<file path="src/rtl/parser_pkg.sv">
// Shared types and constants for the parser front end.
// Lane/beat/window typedefs, the window-builder state enum and geometry
// constants used by hdr_window_builder and hdr_lane_writer.
package parser_pkg;

    localparam int CANDI_NUM     = 128;  // window depth in lanes (bytes)
    localparam int OFFSET_WIDTH  = 7;    // log2(CANDI_NUM)
    localparam int EXTRACT_WIDTH = 8;    // lane width in bits
    localparam int BEAT_BYTES    = 16;   // lanes per input beat
    localparam int BEAT_CNT_W    = 5;    // holds 0..BEAT_BYTES

    typedef logic [EXTRACT_WIDTH-1:0] lane_t;
    typedef lane_t [CANDI_NUM-1:0]    window_t;
    typedef lane_t [BEAT_BYTES-1:0]   beat_t;
    typedef logic [OFFSET_WIDTH:0]    len_t;

    typedef enum logic [1:0] {
        IDLE  = 2'd0,
        FILL  = 2'd1,
        DRAIN = 2'd2,
        HOLD  = 2'd3
    } state_t;

endpackage

</file>
<file path="src/rtl/hdr_lane_writer.sv">
// Combinational lane writer for the header window.
// Ports:
//   win_in  - current window contents
//   beat    - incoming beat lanes, lane 0 = earliest byte
//   base    - window lane where beat lane 0 lands (always beat aligned)
//   cnt     - number of valid beat lanes to write
//   win_out - window with lanes [base, base+cnt) replaced by the beat
module hdr_lane_writer
    import parser_pkg::*;
(
    input  logic [CANDI_NUM-1:0][EXTRACT_WIDTH-1:0]  win_in,
    input  logic [BEAT_BYTES-1:0][EXTRACT_WIDTH-1:0] beat,
    input  logic [OFFSET_WIDTH:0]                    base,
    input  logic [BEAT_CNT_W-1:0]                    cnt,
    output logic [CANDI_NUM-1:0][EXTRACT_WIDTH-1:0]  win_out
);

    // One extra bit so base+cnt cannot wrap even at the window end.
    localparam int CMP_W = OFFSET_WIDTH + 2;

    logic [CMP_W-1:0]     lo;
    logic [CMP_W-1:0]     hi;
    logic [CANDI_NUM-1:0] lane_we;

    assign lo = CMP_W'(base);
    assign hi = CMP_W'(base) + CMP_W'(cnt);

    // base is always a multiple of BEAT_BYTES, so window lane g maps to
    // beat lane g % BEAT_BYTES and no per-lane shifter is needed.
    for (genvar g = 0; g < CANDI_NUM; g++) begin : g_lane
        localparam logic [CMP_W-1:0] LANE = CMP_W'(g);
        assign lane_we[g] = (LANE >= lo) && (LANE < hi);
        assign win_out[g] = lane_we[g] ? beat[g % BEAT_BYTES] : win_in[g];
    end

endmodule

</file>
<file path="src/rtl/hdr_window_builder.sv">
// Header window builder: collects the first CANDI_NUM bytes of each packet
// from a byte-beat stream into a flat lane window for the extract units,
// presents it with its captured length, and discards the packet remainder.
// Ports:
//   i_clk, i_rst                 - clock, synchronous active-high reset
//   i_beat_valid / o_beat_ready  - input beat handshake
//   i_beat_data, i_sop, i_eop    - beat lanes and packet delimiters
//   i_bytes                      - valid lanes on the eop beat
//   o_window, o_hdr_len          - assembled window and captured byte count
//   o_win_valid / i_win_ready    - window handshake
//   o_err                        - one-cycle protocol error pulse
//
// state | meaning
// IDLE  | waiting for a sop beat
// FILL  | capturing beats into the window
// DRAIN | window full, discarding beats up to eop
// HOLD  | packet done, holding window until the consumer takes it
module hdr_window_builder
    import parser_pkg::*;
(
    input  logic                                     i_clk,
    input  logic                                     i_rst,
    input  logic                                     i_beat_valid,
    output logic                                     o_beat_ready,
    input  logic [BEAT_BYTES-1:0][EXTRACT_WIDTH-1:0] i_beat_data,
    input  logic                                     i_sop,
    input  logic                                     i_eop,
    input  logic [BEAT_CNT_W-1:0]                    i_bytes,
    output logic [CANDI_NUM-1:0][EXTRACT_WIDTH-1:0]  o_window,
    output logic [OFFSET_WIDTH:0]                    o_hdr_len,
    output logic                                     o_win_valid,
    input  logic                                     i_win_ready,
    output logic                                     o_err
);

    if (CANDI_NUM % BEAT_BYTES != 0) begin : g_bad_geometry
        $error("CANDI_NUM must be a multiple of BEAT_BYTES");
    end
    if (OFFSET_WIDTH != $clog2(CANDI_NUM)) begin : g_bad_offset
        $error("OFFSET_WIDTH must equal log2(CANDI_NUM)");
    end

    state_t                state;
    window_t               wr_win_in;
    window_t               wr_win_out;
    len_t                  wr_base;
    len_t                  new_len;
    logic [BEAT_CNT_W-1:0] beat_cnt;
    logic                  bytes_err;
    logic                  beat_xfer;
    logic                  win_xfer;
    logic                  drain_stall;
    logic                  capture;

    // Non-eop beats are always full; an eop with 0 bytes is an error and
    // contributes nothing. Oversized counts are clamped to a full beat.
    always_comb begin
        beat_cnt  = BEAT_CNT_W'(BEAT_BYTES);
        bytes_err = 1'b0;
        if (i_eop) begin
            if (i_bytes == '0) begin
                beat_cnt  = '0;
                bytes_err = 1'b1;
            end else if (i_bytes < BEAT_CNT_W'(BEAT_BYTES)) begin
                beat_cnt = i_bytes;
            end
        end
    end

    // A sop arriving in DRAIN before the window has gone is held off: the
    // packet is closed as if eop had been seen and the sop beat waits.
    assign drain_stall  = (state == DRAIN) && o_win_valid && i_beat_valid && i_sop;
    assign o_beat_ready = !i_rst && (state != HOLD) && !drain_stall;
    assign beat_xfer    = i_beat_valid && o_beat_ready;
    assign win_xfer     = o_win_valid && i_win_ready;

    // sop always (re)starts a window; FILL beats extend it. A sop beat that
    // transfers in DRAIN is only possible once the window has gone.
    assign capture   = beat_xfer && (i_sop || (state == FILL));
    assign wr_base   = i_sop ? '0 : o_hdr_len;
    assign wr_win_in = i_sop ? '0 : o_window;
    assign new_len   = wr_base + len_t'(beat_cnt);

    hdr_lane_writer u_lane_writer (
        .win_in  (wr_win_in),
        .beat    (i_beat_data),
        .base    (wr_base),
        .cnt     (beat_cnt),
        .win_out (wr_win_out)
    );

    always_ff @(posedge i_clk) begin
        if (i_rst) begin
            state       <= IDLE;
            o_window    <= '0;
            o_hdr_len   <= '0;
            o_win_valid <= 1'b0;
            o_err       <= 1'b0;
        end else begin
            o_err <= 1'b0;
            if (capture) begin
                o_window  <= wr_win_out;
                o_hdr_len <= new_len;
                o_err     <= bytes_err || (i_sop && (state != IDLE));
                if (i_eop) begin
                    state       <= HOLD;
                    o_win_valid <= 1'b1;
                end else if (new_len == len_t'(CANDI_NUM)) begin
                    state       <= DRAIN;
                    o_win_valid <= 1'b1;
                end else begin
                    state <= FILL;
                end
            end else begin
                case (state)
                    IDLE: begin
                        if (beat_xfer) begin
                            o_err <= 1'b1;
                        end
                    end
                    DRAIN: begin
                        if (win_xfer) begin
                            o_win_valid <= 1'b0;
                        end
                        if (drain_stall) begin
                            o_err <= 1'b1;
                            state <= win_xfer ? IDLE : HOLD;
                        end else if (beat_xfer) begin
                            o_err <= bytes_err;
                            if (i_eop) begin
                                state <= (o_win_valid && !win_xfer) ? HOLD : IDLE;
                            end
                        end
                    end
                    HOLD: begin
                        if (win_xfer) begin
                            o_win_valid <= 1'b0;
                            state       <= IDLE;
                        end
                    end
                    default: ;
                endcase
            end
        end
    end

endmodule

</file>
<file path="config.mk">
export PLATFORM = sky130hd
export DESIGN_NAME = hdr_window_builder
export DESIGN_NICKNAME = d
export VERILOG_FILES = /design/src/rtl/parser_pkg.sv /design/src/rtl/hdr_lane_writer.sv /design/src/rtl/hdr_window_builder.sv
export SDC_FILE = /design/constraint.sdc
export NUM_CORES = 2
export LEC_CHECK = 0
export ABC_AREA = 1
export ABC_CLOCK_PERIOD_IN_PS = 5300
export CORE_AREA = 2 2 462 464
export DETAILED_ROUTE_END_ITERATION = 8
export DIE_AREA = 0 0 464 466
export SKIP_CTS_REPAIR_TIMING = 1
export SLEW_MARGIN = 0
export SYNTH_ARGS = -nofsm -noshare
export SYNTH_HDL_FRONTEND = slang
export SYNTH_SLANG_ARGS = --single-unit
</file>
<file path="constraint.sdc">
create_clock -name i_clk -period 5.3 [get_ports i_clk]
set_clock_uncertainty 0.1 [all_clocks]
set_input_delay 1.06 -clock i_clk [delete_from_list [all_inputs] [get_ports i_clk]]
set_output_delay 1.06 -clock i_clk [all_outputs]
set_load 0.02 [all_outputs]
</file>
==> flow_metrics.env <==
export IMPL_h_tree_depth=3
export IMPL_grt_pass1_wl_um=352000
export IMPL_holdPathStages=2
export IMPL_ios=1174
export IMPL_chipWidth_um=464
export IMPL_synth_top_area_cell="dfxtp_1"
export IMPL_clock_sinks=1036
export IMPL_hold_end="o_window[510]"
export IMPL_area_growth_pct=50.0
export IMPL_synthSimpleGateAreaFrac=0.304
export IMPL_worst_path_buf_inv=9
export IMPL_synth_edf_count=0
export IMPL_synth_cells=5376
export IMPL_reg2reg_slack_ns=1.48
export IMPL_cts_buffer_depth=3
export IMPL_synth_seq_area_share=0.488
export IMPL_path_clk_slew_ns=0.06
export IMPL_routed_wl_um=259000
export IMPL_synth_fa_ha_area_frac=0.00194
export IMPL_final_hold_viol_count=0
export IMPL_routedWlPerCell_um=27.1
export IMPL_path_common_cell="inv_1"
export IMPL_num_rows=169
export IMPL_avgSynthCellArea_um2=7.91
export IMPL_worstMarginPinSlew_ns=1.11
export IMPL_hold_start="o_window[510]"
export IMPL_cp_required_ns=5.83
export IMPL_ys_ff_latch=1036
export IMPL_grt_usage=0.227
export IMPL_setup_viol=0
export IMPL_final_nets=6774
export IMPL_worstPathArrival_ns=5.19
export IMPL_crit_chain="clkdlybuf4s50_1 -> inv_1 -> nor2_1 -> buf_4 -> inv_1 -> nor2_1 -> ha_1 -> inv_1 -> fa_1 -> inv_1 -> nand3_1 -> nand2_1 -> a21oi_2 -> nand3_2 -> buf_4 -> nor2_4 -> buf_12 -> a21oi_2 -> inv_1 -> nand3_1 -> a21oi_1"
export IMPL_dp_hpwl_um=200000
export IMPL_yosysUniqueCellTypes=47
export IMPL_cts_inserted_buffers=118
export IMPL_grt_overflow=0
export IMPL_powerDensity_nw_per_um2=296
export IMPL_grt_pass1_vias=44600
export IMPL_drt_initial_drc_count=4538
export IMPL_cellLeakagePower_nw=20.8
export IMPL_synth_top_cell_area_share=0.488
export IMPL_maxCapViolations=0
export IMPL_clk_latency_ns=0.80
export IMPL_cts_root_buf="clkbuf_16"
export IMPL_detail_route_antenna_nets=0
export IMPL_io_buffers=1173
export IMPL_grt_antenna_before_repair=17
export IMPL_path_max_fanout=12
export IMPL_syn_area_um2=42500
export IMPL_rr_endpoint="o_window[156]"
export IMPL_min_period_ns=4.66
export IMPL_critPathKind="in2reg"
export IMPL_setup_tns_ns=0
export IMPL_synth_ff_type="dfxtp_1"
export IMPL_gp_congestion=0.951
export IMPL_fin_util=0.302
export IMPL_drv_slew=0
export IMPL_critical_path_top_delay_family="buffers and inverters"
export IMPL_drtPass1Iterations=6
export IMPL_run_status="finished, final reports clean"
export IMPL_drc_errors=0
export IMPL_slew_headroom=0.262
export IMPL_synthMuxAreaShare=0
export IMPL_die_area_um2=216000
export IMPL_initial_utilization=0.201
export IMPL_start_kind="input pin"
export IMPL_synth_nets=5521
export IMPL_fin_crit_sh=0.880
export IMPL_ys_warnings_count=0
export IMPL_core_area_um2=211000
export IMPL_grt_max_degree=222
export IMPL_min_path_type="reg2reg"
export IMPL_ir_drop_mv=0.239
export IMPL_end_kind="register"
export IMPL_dieHeight_um=466
export IMPL_slowest_stage="a21oi_2"
export IMPL_num_vias=47400
export IMPL_synth_area_leaders="dfxtp_1 (49%), nand3_1 (17%), a21oi_1 (13%), nand2_1 (5.0%), nand4_1 (3.4%)"
export IMPL_drive_gt1_frac=0.128
export IMPL_cts_tree="built"
export IMPL_synthXorXnorAreaFrac=0
export IMPL_synth_compound_area_frac=0.150
export IMPL_worst_r2r_path_depth=17
export IMPL_postSynth_asyncResetShare=0
export IMPL_rsz0062_at_grt="no"
export IMPL_synth_top_family_by_area="simple AND/OR/NAND/NOR gates"
export IMPL_slowest_delay_ns=0.57
export IMPL_max_freq_mhz=214
export IMPL_r2r_start="o_hdr_len[0]"
export IMPL_routed_via_density=4.96
==> final cells by class <==
cell class / instances / area, µm²
Antenna cell: 14 / 35.0
Timing Repair Buffer: 1548 / 15500
Tap cell: 2821 / 3530
Clock inverter: 44 / 527
Fill cell: 22300 / 147000
Sequential cell: 1036 / 20700
Clock buffer: 172 / 3550
Inverter: 143 / 543
Multi-Input combinational cell: 3782 / 19400
==> per-layer routing <==
metal	global-route usage	routed length [µm]
met1	0.278	106000
met2	0.366	118000
met3	0.0623	21600
met4	0.112	13800
met5	0	0
==> flip-flops by register name, indices dropped and copies added (netlist names) <==
register	cells
o_window	1024
o_hdr_len	8
state	2
o_err	1
o_win_valid	1
==> power breakdown <==
part           total (W)  leakage, nW  switching (W)  internal [W]
Sequential       0.00797         8.36      0.0000734       0.00789
Combinational    0.00229         10.4        0.00161      0.000683
Clock            0.00865         2.00        0.00366       0.00498
Total             0.0189         20.8        0.00535        0.0136
==> tightest hold or removal path, cell delays in order, from the launching register on <==
cell and delay, ns:
dfxtp_1 0.31, nand2_1 0.06, a21oi_1 0.05
==> cell families after synthesis <==
logic type | count (synthesis)
adders and majority gates | 6
and+or+nand+nor | 2569
AOI/OAI and AO/OA | 1207
DFF | 1036
buffers and inverters | 558
==> through the flow <==
| step | instance area [µm²] | total power, W | std cells | hold WS [ns] | setup slack (ns) |
|---|---|---|---|---|---|
| floorplan | 42500 | 0.00917 | 5376 | 0.437 | 1.38 |
| global placement | 59700 | 0.0104 | 9330 | 0.348 | -0.112 |
| detailed placement | 59700 | 0.0104 | 9330 | 0.355 | -0.130 |
| CTS | 63800 | 0.0191 | 9546 | 0.364 | 0.745 |
| global route | 63800 | 0.0195 | 9551 | 0.383 | 0.463 |
| finish | 63800 | 0.0189 | 9560 | 0.366 | 0.636 |
==> cells in the mapped netlist, types with 2 or more instances <==
cell / n
nand3_1: 1482
a21oi_1: 1080
dfxtp_1: 1036
nand2_1: 572
nand4_1: 234
clkbuf_1: 165
buf_2: 122
inv_1: 109
buf_1: 97
nor2_1: 88
nand2_2: 74
nand3_2: 43
o21ai_0: 43
nor2_2: 38
a21oi_2: 37
inv_2: 30
buf_4: 21
o21ai_2: 13
nor2_4: 12
buf_6: 8
o21ai_1: 8
nor3_2: 6
a211oi_2: 5
a21oi_4: 5
ha_1: 5
nand2_4: 4
nor3_4: 4
o211ai_1: 4
o31ai_2: 4
clkinv_1: 3
nor3_1: 3
a31oi_1: 2
buf_8: 2
nand3_4: 2
nor2_8: 2
o21a_1: 2
==> worst max-delay path by stage <==
| stage | from | endpoint | cells after the start |
|---|---|---|---|
| 5_1_grt | i_eop | o_window[265] | 22 |
| 3_3_place_gp | i_eop | o_window[268] | 22 |
| 3_5_place_dp | i_eop | o_window[268] | 22 |
| 6_report | i_eop | o_window[156] | 21 |
| 2_1_floorplan | i_sop | o_window[691] | 16 |
| 4_1_cts | i_eop | o_window[267] | 22 |
==> cell usage in the layout, fill, tap and decap left out, types with 12 or more instances in the layout <==
cell type,synthesis,layout
clkbuf_1,165,16
nor2_2,38,39
clkbuf_8,0,37
nand2_1,572,570
nor2_4,12,12
o21ai_0,43,43
buf_12,0,75
clkbuf_16,0,119
nand4_1,234,234
clkinv_2,0,16
diode_2,0,14
nand3_1,1482,1482
clkdlybuf4s50_1,0,1172
buf_4,21,300
nand3_2,43,43
a21oi_2,37,37
o21ai_2,13,13
nor2_1,88,87
inv_2,30,29
inv_1,109,109
nand2_2,74,75
a21oi_1,1080,1080
dfxtp_1,1036,1036
No activity file was read; power rests on OpenSTA's default activity.
